==> config.mk <==
export PLATFORM = sky130hd
export DESIGN_NAME = min_tree_blk_cbfp_flat
export DESIGN_NICKNAME = d
export VERILOG_FILES = /design/src/rtl/min_tree_blk_cbfp_if.sv /design/src/rtl/min_tree_blk_cbfp.sv /design/src/flat_wrapper.sv
export SDC_FILE = /design/constraint.sdc
export NUM_CORES = 1
export LEC_CHECK = 0
export BUFFER_PORTS_ARGS = -buffer_cell sky130_fd_sc_hd__buf_4
export CORE_ASPECT_RATIO = 0.75
export CORE_MARGIN = 2
export CORE_UTILIZATION = 50
export DETAILED_ROUTE_END_ITERATION = 7
export GPL_TIMING_DRIVEN = 0
export PLACE_DENSITY = 0.71
export SLEW_MARGIN = 20
export SYNTH_ARGS = -nofsm -noshare
export SYNTH_HDL_FRONTEND = slang
export SYNTH_SLANG_ARGS = --single-unit
==> constraint.sdc <==
create_clock -name clk -period 4.8 [get_ports clk]
set_input_delay 0.48 -clock clk [delete_from_list [all_inputs] [get_ports clk]]
set_output_delay 0.48 -clock clk [all_outputs]
set_load 0.05 [all_outputs]
==> src/rtl/min_tree_blk_cbfp_if.sv <==
// Beat/block bus for the CBFP min-reduction tree: lane LZC inputs, control, and results.
interface min_tree_blk_cbfp_if #(
  parameter int LZC_WIDTH = 5,
  parameter int NUM_IN    = 16
);
  localparam int IDX_W = $clog2(NUM_IN);

  logic                 en;
  logic                 in_valid;
  logic [LZC_WIDTH-1:0] min_in [0:NUM_IN-1];
  logic                 blk_clr;
  logic                 beat_valid;
  logic [LZC_WIDTH-1:0] beat_min;
  logic [IDX_W-1:0]     beat_idx;
  logic                 blk_valid;
  logic [LZC_WIDTH-1:0] blk_min;

  modport master (
    output en, in_valid, min_in, blk_clr,
    input  beat_valid, beat_min, beat_idx, blk_valid, blk_min
  );

  modport slave (
    input  en, in_valid, min_in, blk_clr,
    output beat_valid, beat_min, beat_idx, blk_valid, blk_min
  );
endinterface

==> src/rtl/min_tree_blk_cbfp.sv <==
// Pipelined min-reduction tree over NUM_IN lane LZCs with a per-block running minimum
// that yields the CBFP block exponent.
module min_tree_blk_cbfp #(
  parameter int LZC_WIDTH = 5,
  parameter int NUM_IN    = 16,
  parameter int BLK_LEN   = 4
) (
  input logic              clk,
  input logic              rst,
  min_tree_blk_cbfp_if.slave io
);
  localparam int LVL   = $clog2(NUM_IN);
  localparam int IDX_W = LVL;
  localparam int CNT_W = $clog2(BLK_LEN) + 1;
  localparam int NODES = NUM_IN - 1;
  localparam int SRCS  = 2 * NUM_IN - 1;

  // Flat node store: sources 0..NUM_IN-1 are the lanes, NUM_IN+k is tree register k.
  // Stage s (0 = lanes) starts at source index 2*NUM_IN - 2*(NUM_IN >> s).
  function automatic int unsigned stage_base(input int unsigned s);
    return 2 * NUM_IN - 2 * (NUM_IN >> s);
  endfunction

  logic [LZC_WIDTH-1:0] nd_min  [NODES];
  logic [IDX_W-1:0]     nd_idx  [NODES];
  logic [LVL-1:0]       nd_vld;
  logic [LZC_WIDTH-1:0] nxt_min [NODES];
  logic [IDX_W-1:0]     nxt_idx [NODES];
  logic [LZC_WIDTH-1:0] src_min [SRCS];
  logic [IDX_W-1:0]     src_idx [SRCS];

  always_comb begin
    for (int unsigned j = 0; j < NUM_IN; j++) begin
      src_min[j] = io.min_in[j];
      src_idx[j] = IDX_W'(j);
    end
    for (int unsigned k = 0; k < NODES; k++) begin
      src_min[NUM_IN + k] = nd_min[k];
      src_idx[NUM_IN + k] = nd_idx[k];
    end
  end

  // Indices carry absolute lane numbers, so picking a child's idx equals {sel_b, child_idx}.
  always_comb begin
    for (int unsigned k = 0; k < NODES; k++) begin
      nxt_min[k] = '0;
      nxt_idx[k] = '0;
    end
    for (int unsigned s = 1; s <= LVL; s++) begin
      for (int unsigned j = 0; j < (NUM_IN >> s); j++) begin
        if (src_min[stage_base(s - 1) + 2 * j + 1] < src_min[stage_base(s - 1) + 2 * j]) begin
          nxt_min[stage_base(s) - NUM_IN + j] = src_min[stage_base(s - 1) + 2 * j + 1];
          nxt_idx[stage_base(s) - NUM_IN + j] = src_idx[stage_base(s - 1) + 2 * j + 1];
        end else begin
          nxt_min[stage_base(s) - NUM_IN + j] = src_min[stage_base(s - 1) + 2 * j];
          nxt_idx[stage_base(s) - NUM_IN + j] = src_idx[stage_base(s - 1) + 2 * j];
        end
      end
    end
  end

  always_ff @(posedge clk or posedge rst) begin
    if (rst) begin
      for (int unsigned k = 0; k < NODES; k++) begin
        nd_min[k] <= '0;
        nd_idx[k] <= '0;
      end
      nd_vld <= '0;
    end else if (io.en) begin
      for (int unsigned k = 0; k < NODES; k++) begin
        nd_min[k] <= nxt_min[k];
        nd_idx[k] <= nxt_idx[k];
      end
      nd_vld[0] <= io.in_valid;
      for (int unsigned s = 1; s < LVL; s++) begin
        nd_vld[s] <= nd_vld[s - 1];
      end
    end
  end

  assign io.beat_valid = nd_vld[LVL - 1];
  assign io.beat_min   = nd_min[NODES - 1];
  assign io.beat_idx   = nd_idx[NODES - 1];

  logic [CNT_W-1:0]     cnt;
  logic [LZC_WIDTH-1:0] acc;
  logic [LZC_WIDTH-1:0] run_min;
  logic                 last_beat;
  logic                 blk_valid;
  logic [LZC_WIDTH-1:0] blk_min;

  always_comb begin
    run_min = io.beat_min;
    if ((cnt != '0) && (acc < io.beat_min)) begin
      run_min = acc;
    end
    last_beat = (cnt == CNT_W'(BLK_LEN - 1));
  end

  // Completion outranks blk_clr; otherwise blk_clr restarts the block, even while stalled.
  always_ff @(posedge clk or posedge rst) begin
    if (rst) begin
      cnt       <= '0;
      acc       <= '0;
      blk_valid <= 1'b0;
      blk_min   <= '0;
    end else if (io.en) begin
      blk_valid <= 1'b0;
      if (io.beat_valid) begin
        if (last_beat) begin
          blk_min   <= run_min;
          blk_valid <= 1'b1;
          cnt       <= '0;
        end else if (io.blk_clr || (cnt == '0)) begin
          acc <= io.beat_min;
          cnt <= CNT_W'(1);
        end else begin
          acc <= run_min;
          cnt <= cnt + 1'b1;
        end
      end else if (io.blk_clr) begin
        cnt <= '0;
        acc <= '0;
      end
    end else if (io.blk_clr) begin
      cnt <= '0;
      acc <= '0;
    end
  end

  assign io.blk_valid = blk_valid;
  assign io.blk_min   = blk_min;
endmodule
==> src/flat_wrapper.sv <==
// flat-port wrapper written by rule: the top's interface ports become plain ports
module min_tree_blk_cbfp_flat 
#(
  parameter int LZC_WIDTH = 5,
  parameter int NUM_IN    = 16,
  parameter int BLK_LEN   = 4
)
  (clk, rst, io_en, io_in_valid, io_min_in, io_blk_clr, io_beat_valid, io_beat_min, io_beat_idx, io_blk_valid, io_blk_min);
  min_tree_blk_cbfp_if #(.LZC_WIDTH(LZC_WIDTH), .NUM_IN(NUM_IN)) io_i ();
  input logic clk;
  input logic rst;
  input wire logic [$bits(io_i.en)-1:0] io_en;
  input wire logic [$bits(io_i.in_valid)-1:0] io_in_valid;
  input wire logic [$bits(io_i.min_in)-1:0] io_min_in;
  input wire logic [$bits(io_i.blk_clr)-1:0] io_blk_clr;
  output wire logic [$bits(io_i.beat_valid)-1:0] io_beat_valid;
  output wire logic [$bits(io_i.beat_min)-1:0] io_beat_min;
  output wire logic [$bits(io_i.beat_idx)-1:0] io_beat_idx;
  output wire logic [$bits(io_i.blk_valid)-1:0] io_blk_valid;
  output wire logic [$bits(io_i.blk_min)-1:0] io_blk_min;
  assign io_i.en = io_en;
  assign io_i.in_valid = io_in_valid;
  assign io_i.min_in = {>>{io_min_in}};
  assign io_i.blk_clr = io_blk_clr;
  assign io_beat_valid = io_i.beat_valid;
  assign io_beat_min = io_i.beat_min;
  assign io_beat_idx = io_i.beat_idx;
  assign io_blk_valid = io_i.blk_valid;
  assign io_blk_min = io_i.blk_min;
  min_tree_blk_cbfp #(.LZC_WIDTH(LZC_WIDTH), .NUM_IN(NUM_IN), .BLK_LEN(BLK_LEN)) u_core (.clk(clk), .rst(rst), .io(io_i));
endmodule
Yosys cells after proc, flatten, opt, wreduce, memory -nomap -nowiden

Cells that the tools add are included.

Bits in writable memories: 0
Memory bits (read-only): 0
Memories kept: 0
Latch bits: 0
Flip-flop bits (word level): 153

Bitwise logic cells: 0
Shift-type cells: 0
Div/mod/pow operators: 0
Equal/unequal tests: 2
Mux-type cells: 43
Order comparisons: 16
$mul: 0
Add/subtract/negate cells: 1
Reduce and logical (&&, ||, !) cells: 5

Operator list:

| operator                                                               | number |
|---|---|
| 5-bit 2-to-1 mux                                                       | 21 |
| 5-bit < comparator                                                     | 16 |
| 4-bit 2-to-1 mux                                                       | 7 |
| 3-bit 2-to-1 mux                                                       | 5 |
| 1-bit 2-to-1 mux                                                       | 10 |
| 3-bit by 1-bit adder with 3-bit output (second input constant)         | 1 |
| 3-bit by 2-bit equality test with 1-bit output (second input constant) | 1 |
| 3-bit logical NOT                                                      | 1 |
| 3-bit inequality test (second input constant)                          | 1 |
| 3-bit AND reduction                                                    | 1 |
| 3-bit nonzero test                                                     | 1 |
| 1-bit logical AND                                                      | 1 |
| 1-bit logical OR                                                       | 1 |

Logic depth before layout (Yosys ltp)

Gate-level depths: netlist (run 1).

Depth after elaboration: 7
Gate-level depth with buffers: 8
Gate-level depth less buffers: 7

Worst setup path before layout (run 1)

Ideal clock, no wire load.

Path type: reg-to-reg
Start point: reg u_core.nd_min, in the netlist u_core.io.beat_min[4]
End point: reg u_core.acc[0]
Setup time: 0.121 ns
Arrival: 1.702 ns
Cell stages (with the launch flop): 7
Required time: 4.679 ns
Path buffers: 0
Period minus slack after synthesis: 1.823 ns
Slack: 2.977 ns
Path through: dfrtp_1 -> inv_1 -> ha_1 -> a211o_1 -> a31oi_4 -> a21oi_1 -> a22o_1

Longest elaborated chain between the ends: 7

Ends and longest elaborated chain:

| item                             | line                     | RTL |
|---|---|---|
| start: declaration               | min_tree_blk_cbfp.sv:24  | `logic [LZC_WIDTH-1:0] nd_min [NODES];` |
| start signal: indexed assignment | min_tree_blk_cbfp.sv:71  | `nd_min[k] <= nxt_min[k];` |
| 5-bit < comparator               | min_tree_blk_cbfp.sv:94  | `if ((cnt != '0) && (acc < io.beat_min)) begin` |
| 1-bit logical AND                | min_tree_blk_cbfp.sv:94  |  |
| 5-bit 2-to-1 mux                 | min_tree_blk_cbfp.sv:94  |  |
| 5-bit 2-to-1 mux                 | min_tree_blk_cbfp.sv:114 | `end else if (io.blk_clr \|\| (cnt == '0)) begin` |
| 5-bit 2-to-1 mux                 | min_tree_blk_cbfp.sv:110 | `if (last_beat) begin` |
| 5-bit 2-to-1 mux                 | min_tree_blk_cbfp.sv:109 | `if (io.beat_valid) begin` |
| 5-bit 2-to-1 mux                 | min_tree_blk_cbfp.sv:107 | `end else if (io.en) begin` |
| end signal: assignment           | min_tree_blk_cbfp.sv:115 | `acc <= io.beat_min;` |
| end signal: assignment           | min_tree_blk_cbfp.sv:118 | `acc <= run_min;` |
| end: declaration                 | min_tree_blk_cbfp.sv:86  | `logic [LZC_WIDTH-1:0] acc;` |

Every way passes these cells. The select of a mux whose other input is x is not followed.
A chain may end at the register's enable or synchronous reset.

Worst setup path in the final report (run 1)

Start point: reg u_core.nd_min[37] in the netlist's numbering
End point: reg u_core.nd_min[17] in the netlist's numbering

Longest elaborated chain between the ends: 2

Ends and longest elaborated chain:

| item                 | line                    | RTL |
|---|---|---|
| 5-bit < comparator   | min_tree_blk_cbfp.sv:51 | `if (src_min[stage_base(s - 1) + 2 * j + 1] < src_min[stage_base(s - 1) + 2 * j]) begin` |
| 5-bit 2-to-1 mux (*) | min_tree_blk_cbfp.sv:51 |  |

Mark *: on every way between the ends. The rest lies on a longest branch, timed or not.

==> reports/qor.yml, run 1 <==
drt:
  wire_per_inst_um: 17.54
  postRouteAntennaNets: 0
  highest_layer: "met4"
  num_vias: 5852
  drc: 0
  wirelength_met1_um: 8341
  vias_per_cell: 5.715
  drtIter0Drc: 410
  wl_met3_um: 1093
  first_pass_iters: 5
  wl_um: 17960
  wl_met2_um: 8350
worst_setup_path:
  end_kind: "flop"
  worst_setup_path_start_kind: "flop"
  arrival_ns: 2.37
  crit_required_ns: 5.09
  worst-setup-path-type: "reg -> reg"
  cp_max_fo: 7
synthesis:
  synth_nets: 869
  ys_ff_latch: 124
  synthesis.instances: 717
  synthFlopType: "dfrtp_1"
  synth_area_sq_mm: 0.007156
  async_flop_share_pct: 100.0
  synth_edf_count: 0
  seq_area_frac_synth_pct: 43.36
  avgSynthCellArea_sq_um: 9.980
  ys_types: 32
  yosysWarnings: 0
power:
  power_density_mw_per_mm2: 502.4
  max-vdd-ir-drop_mv: 0.2505
  leakage_uw: 0.004394
global_routing:
  overflow: 0
  grt_start_max_net_pins: 71
  grt_pass1_vias: 5963
  track_usage_pct: 25.25
  grt_pass1_wl_um: 30030
  antenna_found_initial: 0
floorplan:
  die_area_sq_mm: 0.01529
  pin_count: 101
  die_h_um: 107.6
  die_w_um: 142.1
  rows: 37
  design.core.area_sq_mm: 0.01384
  start_util_pct: 51.69
clocking:
  cts-hold-fix-buffers: 0
  clk_latency_ns: 0.42
  cts.sinks: 124
  tritoncts: "yes"
  htree_levels: 4
  clock_path_buffers: 2
  post_cts_buffers: 0
  cts_resized: 0
  cts.clk_slew.worst_paths_ns: 0.06
  cts_made_buffers: 17
  cts-root-buf: "clkbuf_16"
sta:
  slew_headroom_pct: 54.98
  timing.final.crit_share_pct: 43.39
  worst_slew_pin_slew_ns: 0.6753
  hold_violations: 0
  slew_viol_final: 0
  fin_crit_ns: 2.083
  setup_viol: 0
  tns_ns: 0
  max_freq_mhz: 480.1
  rsz0062_at_grt: "no"
  skew_ns: 0.008935
placed_design:
  dp_hpwl_um: 13490
  io_buffers: 99
  gp_congestion: 0.9361
final_layout:
  antenna_cells: 0
  nets: 988
  final_cell_mix: "dfrtp_1 (124), buf_4 (109), inv_1 (74)"
  drive_gt1_share_pct: 23.32
  areaGrowthSynthToFinish_pct: 23.05
  final_util_pct: 63.61
  final_common_cell: "dfrtp_1"
min_path:
  min_path_type: "in -> async"
job:
  cap_violations: 0
status:
  status: "complete, no violations"
==> layer usage <==
layer	up-vias	track usage, %
li1	2763	-
met1	2873	35.36
met2	200	40.30
met3	16	5.160
met4	0	6.571
met5	-	0
==> cell type report <==
type / instances / area, sq um
fillers: 1113 / 5037
multi-input cells: 478 / 3563
flip-flops and latches: 124 / 3103
repair buffers: 100 / 770.7
clock buffers: 22 / 494.2
inverters: 76 / 290.3
well taps: 175 / 219.0
plain buffers: 39 / 203.9
clock inverters: 10 / 160.2
==> sequential cells by signal, summed over array words and instances (netlist names) <==
signal and cells:
u_core.nd_min 70, u_core.nd_idx 27, u_core.acc 5, u_core.io.beat_min 5, u_core.io.blk_min 5, u_core.io.beat_idx 4
u_core.nd_vld 4, u_core.cnt 3, u_core.io.blk_valid 1
==> report_power, final <==
group / leakage, uW / total, uW / internal [uW] / switching (uW)
Clock: 0.000310 / 1410 / 936 / 473
Sequential: 0.00146 / 1510 / 1300 / 206
Combinational: 0.00262 / 1510 / 659 / 846
==> through the flow <==
stage	setup slack, ns	area [sq um]	hold WS (ns)	cells	total power (uW)
final	2.717	8805	0.1679	1024	4423
after global routing	2.586	8805	0.2237	1024	4667
after CTS	2.708	8805	0.1933	1024	4424
after detailed placement	2.542	8150	0.4769	992	3005
after global placement	-0.2739	8118	0.4640	991	2943
after floorplan	1.021	7156	0.4541	717	2576
==> worst max-delay path: stages (launching register included) <==
cell	delay [ns]
dfrtp_1	0.40
ha_1	0.32
a21oi_1	0.14
o21ai_0	0.11
a31oi_2	0.55
mux2i_1	0.33
a21oi_1	0.10
==> synth_stat cells, types with 2 or more instances <==
master / n / area share [%]
clkbuf_1: 12 / 0.63
inv_1: 75 / 3.9
o21ai_1: 2 / 0.14
nor2_1: 48 / 2.5
a31oi_1: 4 / 0.35
buf_4: 10 / 1.0
o2bb2ai_1: 4 / 0.49
mux2_2: 24 / 3.8
a21oi_1: 65 / 4.5
a211o_1: 3 / 0.37
a31oi_2: 10 / 1.7
dfrtp_1: 124 / 43
nor4_1: 2 / 0.17
nand3_1: 35 / 2.4
a31oi_4: 2 / 0.59
buf_2: 16 / 1.1
nand2b_1: 5 / 0.44
mux2i_1: 56 / 7.8
o21ai_0: 22 / 1.5
a21o_1: 18 / 1.9
o221ai_1: 32 / 3.9
nor2b_1: 12 / 1.0
a22o_1: 7 / 0.86
ha_1: 67 / 12
nand2_1: 55 / 2.9
==> final timing paths <==
path	start	to	slack [ns]	cells past startpoint
setup / recovery	u_core.nd_min[37]	u_core.nd_min[17]	2.72	6
setup reg to reg	u_core.nd_min[37]	u_core.nd_min[17]	2.72	6
hold reg to reg	u_core.io.blk_min[3]	u_core.io.blk_min[3]	0.48	2
max in group asynchronous	rst	u_core.nd_min[32]	3.92	3
min in group clk	io_in_valid	u_core.nd_vld[0]	0.31	2
hold / removal	rst	u_core.io.blk_min[4]	0.17	2
==> cell families (layout without fill, tap and decap cells) <==
kind of cell	after synthesis	in the layout	synth area share (%)
flip-flops	124	124	43.36
buffers and inverters	115	247	6.837
adder cells (fa/ha/maj)	67	67	11.72
AO/OA/AOI/OAI	171	171	16.70
multiplexers	80	80	11.61
AND/OR/NAND/NOR	160	160	9.774
Power figures use the tool's default switching activity.
==> run 2: changes to the inputs <==
Clock period 4.8 ns to 2 ns, I/O delays scaled along.
==> run 2 against run 1 <==
  * Flip-flop and latch count is the same
  * Total power grew to 2.5 times the previous value
  * Highest routed layer unchanged
  * Hold slack lost 0.15 ns
  * Critical endpoint is now u_core.nd_min[6]
  * Critical path depth shrank 1
==> reports/qor.yml, run 2 (same netlist as run 1, synthesis figures left out) <==
clocking:
  cts-root-buf: "clkbuf_16"
  cts.clk_slew.worst_paths_ns: 0.05  # about the same
  clock_path_buffers: 2  # unchanged
  htree_levels: 4  # unchanged
  cts_made_buffers: 17  # unchanged
  cts.sinks: 124  # unchanged
  clk_latency_ns: 0.42  # about the same
  tritoncts: "yes"
sta:
  worst_slew_pin_slew_ns: 0.6448  # -0.03049 ns
  tns_ns: 0  # unchanged
  slew_viol_final: 0  # unchanged
  skew_ns: 0.006625  # -0.002309 ns
  hold_violations: 0  # unchanged
  max_freq_mhz: 513.7  # +7.0%
  fin_hold_ws_ns: 0.01816  # -0.1498 ns
  fin_crit_ns: 1.947  # -0.1360 ns
  slew_headroom_pct: 57.01  # +2.0 points
  setup_viol: 0  # unchanged
  timing.final.crit_share_pct: 97.34  # +54 points
global_routing:
  antenna_found_initial: 0  # unchanged
  grt_pass1_vias: 6031  # +1.1%
  grt_start_max_net_pins: 36  # -49%
  track_usage_pct: 25.50  # +0.25 points
  overflow: 0  # unchanged
  grt_pass1_wl_um: 30180  # +0.51%
drt:
  drtIter0Drc: 372  # -9.3%
  drc: 0  # unchanged
  first_pass_iters: 5  # unchanged
  postRouteAntennaNets: 0  # unchanged
  wirelength_met1_um: 8519  # +2.1%
  wl_met2_um: 8450  # +1.2%
  wl_um: 18450  # +2.7%
  vias_per_cell: 5.708  # -0.13%
  highest_layer: "met4"
  num_vias: 5936  # +1.4%
  wire_per_inst_um: 17.74  # +1.2%
  wl_met3_um: 1133  # +3.7%
worst_setup_path:
  worst-setup-path-type: "reg -> reg"
  r2r_slack_ns: 0.05  # -2.66 ns
  cpMaxStageDelayCell: "dfrtp_1"
  cp_max_fo: 7  # unchanged
  crit_required_ns: 2.30  # -2.79 ns
  rr_worst_depth: 5  # -1
  worst_setup_path_start_kind: "flop"
  arrival_ns: 2.25  # -0.12 ns
  critPathMaxStageDelay_ns: 0.45  # -0.10 ns
  path_cells: "ha_1 > a211o_1 > a31oi_4 > buf_12 > mux2_2"
  crit-reg2reg-capture: "u_core.nd_min[6]"
  end_kind: "flop"
  rr_startpoint: "u_core.nd_min[19]"
final_layout:
  largest_reg_flops: 70  # unchanged
  areaGrowthSynthToFinish_pct: 26.54
  antenna_cells: 0  # unchanged
  final_cell_mix: "dfrtp_1 (124), buf_4 (119), inv_1 (72)"
  nets: 1005  # +1.7%
  final_common_cell: "dfrtp_1"
  multi_input_area_sq_mm: 0.003616  # +1.5%
  top_register: "u_core.nd_min"
  nFillCells: 1083  # -2.7%
  largestRegisters: "u_core.nd_min (70), u_core.nd_idx (27)"
  drive_gt1_share_pct: 25.32  # +2.0 points
  seqCellArea_sq_mm: 0.003103  # unchanged
min_path:
  worst_hold_path.endpoint: "u_core.nd_vld[0]"
  holdPathStages: 2
  min_from: "io_in_valid"
  min_path_type: "in -> reg"
floorplan:
  design.core.area_sq_mm: 0.01384  # unchanged
  die_w_um: 142.1  # unchanged
  start_util_pct: 51.69  # unchanged
  die_area_sq_mm: 0.01529  # unchanged
  pin_count: 101  # unchanged
  rows: 37  # unchanged
  die_h_um: 107.6  # unchanged
job:
  cap_violations: 0  # unchanged
power:
  max-vdd-ir-drop_mv: 0.6835  # +170%
  leakage_uw: 0.004525  # +3.0%
  power_density_mw_per_mm2: 1221  # +140%
placed_design:
  dp_hpwl_um: 13840  # +2.5%
  gp_congestion: 0.9439  # +0.83%
  io_buffers: 99  # unchanged
status:
  status: "complete, no violations"
## run 2: cell count changes in the layout (fill, tap and decap cells not counted), moves of 2 or more
cell and delta:
buf_4 +10, buf_12 +5, clkbuf_8 +4, buf_2 -3, clkbuf_4 +3, clkinvlp_4 -3, mux2_2 -3, mux2_4 +3
o21ai_0 -3, inv_1 -2, inv_2 +2, o21ai_2 +2
## run 2: worst max-delay path, delay by kind of cell (launching register included)
kind / cells / cell delay (ns)
AOI/OAI and AO/OA: 2 / 0.51
DFF: 1 / 0.45
adders and majority gates: 1 / 0.39
muxes: 1 / 0.32
buffers and inverters: 1 / 0.15
## run 2: stage by stage
step / power, uW / std cells / utilization [%] / cell area (sq um) / setup WS, ns
global placement: 7066 / 991 / 58.67 / 8122 / -0.4730
CTS: 10670 / 1030 / 64.39 / 8912 / 0.02257
floorplan: 6183 / 717 / - / 7159 / 0.1772
global route: 11670 / 1040 / 65.42 / 9055 / -0.05149
detailed placement: 7233 / 995 / 59.31 / 8209 / -0.05178
finish: 11060 / 1040 / 65.42 / 9055 / 0.05319
## run 2: how the worst max path moves through the flow
stage / slack (ns) / endpoint / from / cells after the start
floorplan: 0.18 / u_core.acc[0] / u_core.io.beat_min[4] / 6
global placement: -0.47 / u_core.nd_min[61] / rst / 2
detailed placement: -0.05 / u_core.nd_min[17] / u_core.nd_min[37] / 6
CTS: 0.02 / u_core.io.beat_min[0] / u_core.nd_min[12] / 8
global route: -0.05 / u_core.io.beat_min[0] / u_core.nd_min[12] / 8
finish: 0.05 / u_core.nd_min[6] / u_core.nd_min[19] / 5
## run 2: metal layers
metal,track usage (%),vias up
met5,0,-
met4,9.286,0
met3,4.671,32
met2,40.41,215
met1,35.19,2879
li1,-,2810
## run 2: timing repair
item | in CTS | in global routing
resized for setup | 1 | 17
buffers inserted | 3 | 10
hold buffers | 1 | 0
pin swaps | 2 | 4
endpoints found under the setup margin | 18 | 26
endpoints found under the hold margin | 17 | 0
## run 2: final cells by class
cell class	count	share of cell area, %
Clock buffer	26	6.066
Clock inverter	5	1.105
Sequential cell	124	34.27
Tap cell	175	2.418
Inverter	76	3.192
Buffer	39	2.377
Timing Repair Buffer	117	10.64
Multi-Input combinational cell	478	39.93
## run 2: where the power goes
part / switching [uW] / internal [uW] / leakage [uW]
Clock: 1070 / 2250 / 0.000324
Sequential: 512 / 3130 / 0.00146
Combinational: 2180 / 1920 / 0.00274
Total: 3760 / 7300 / 0.00452
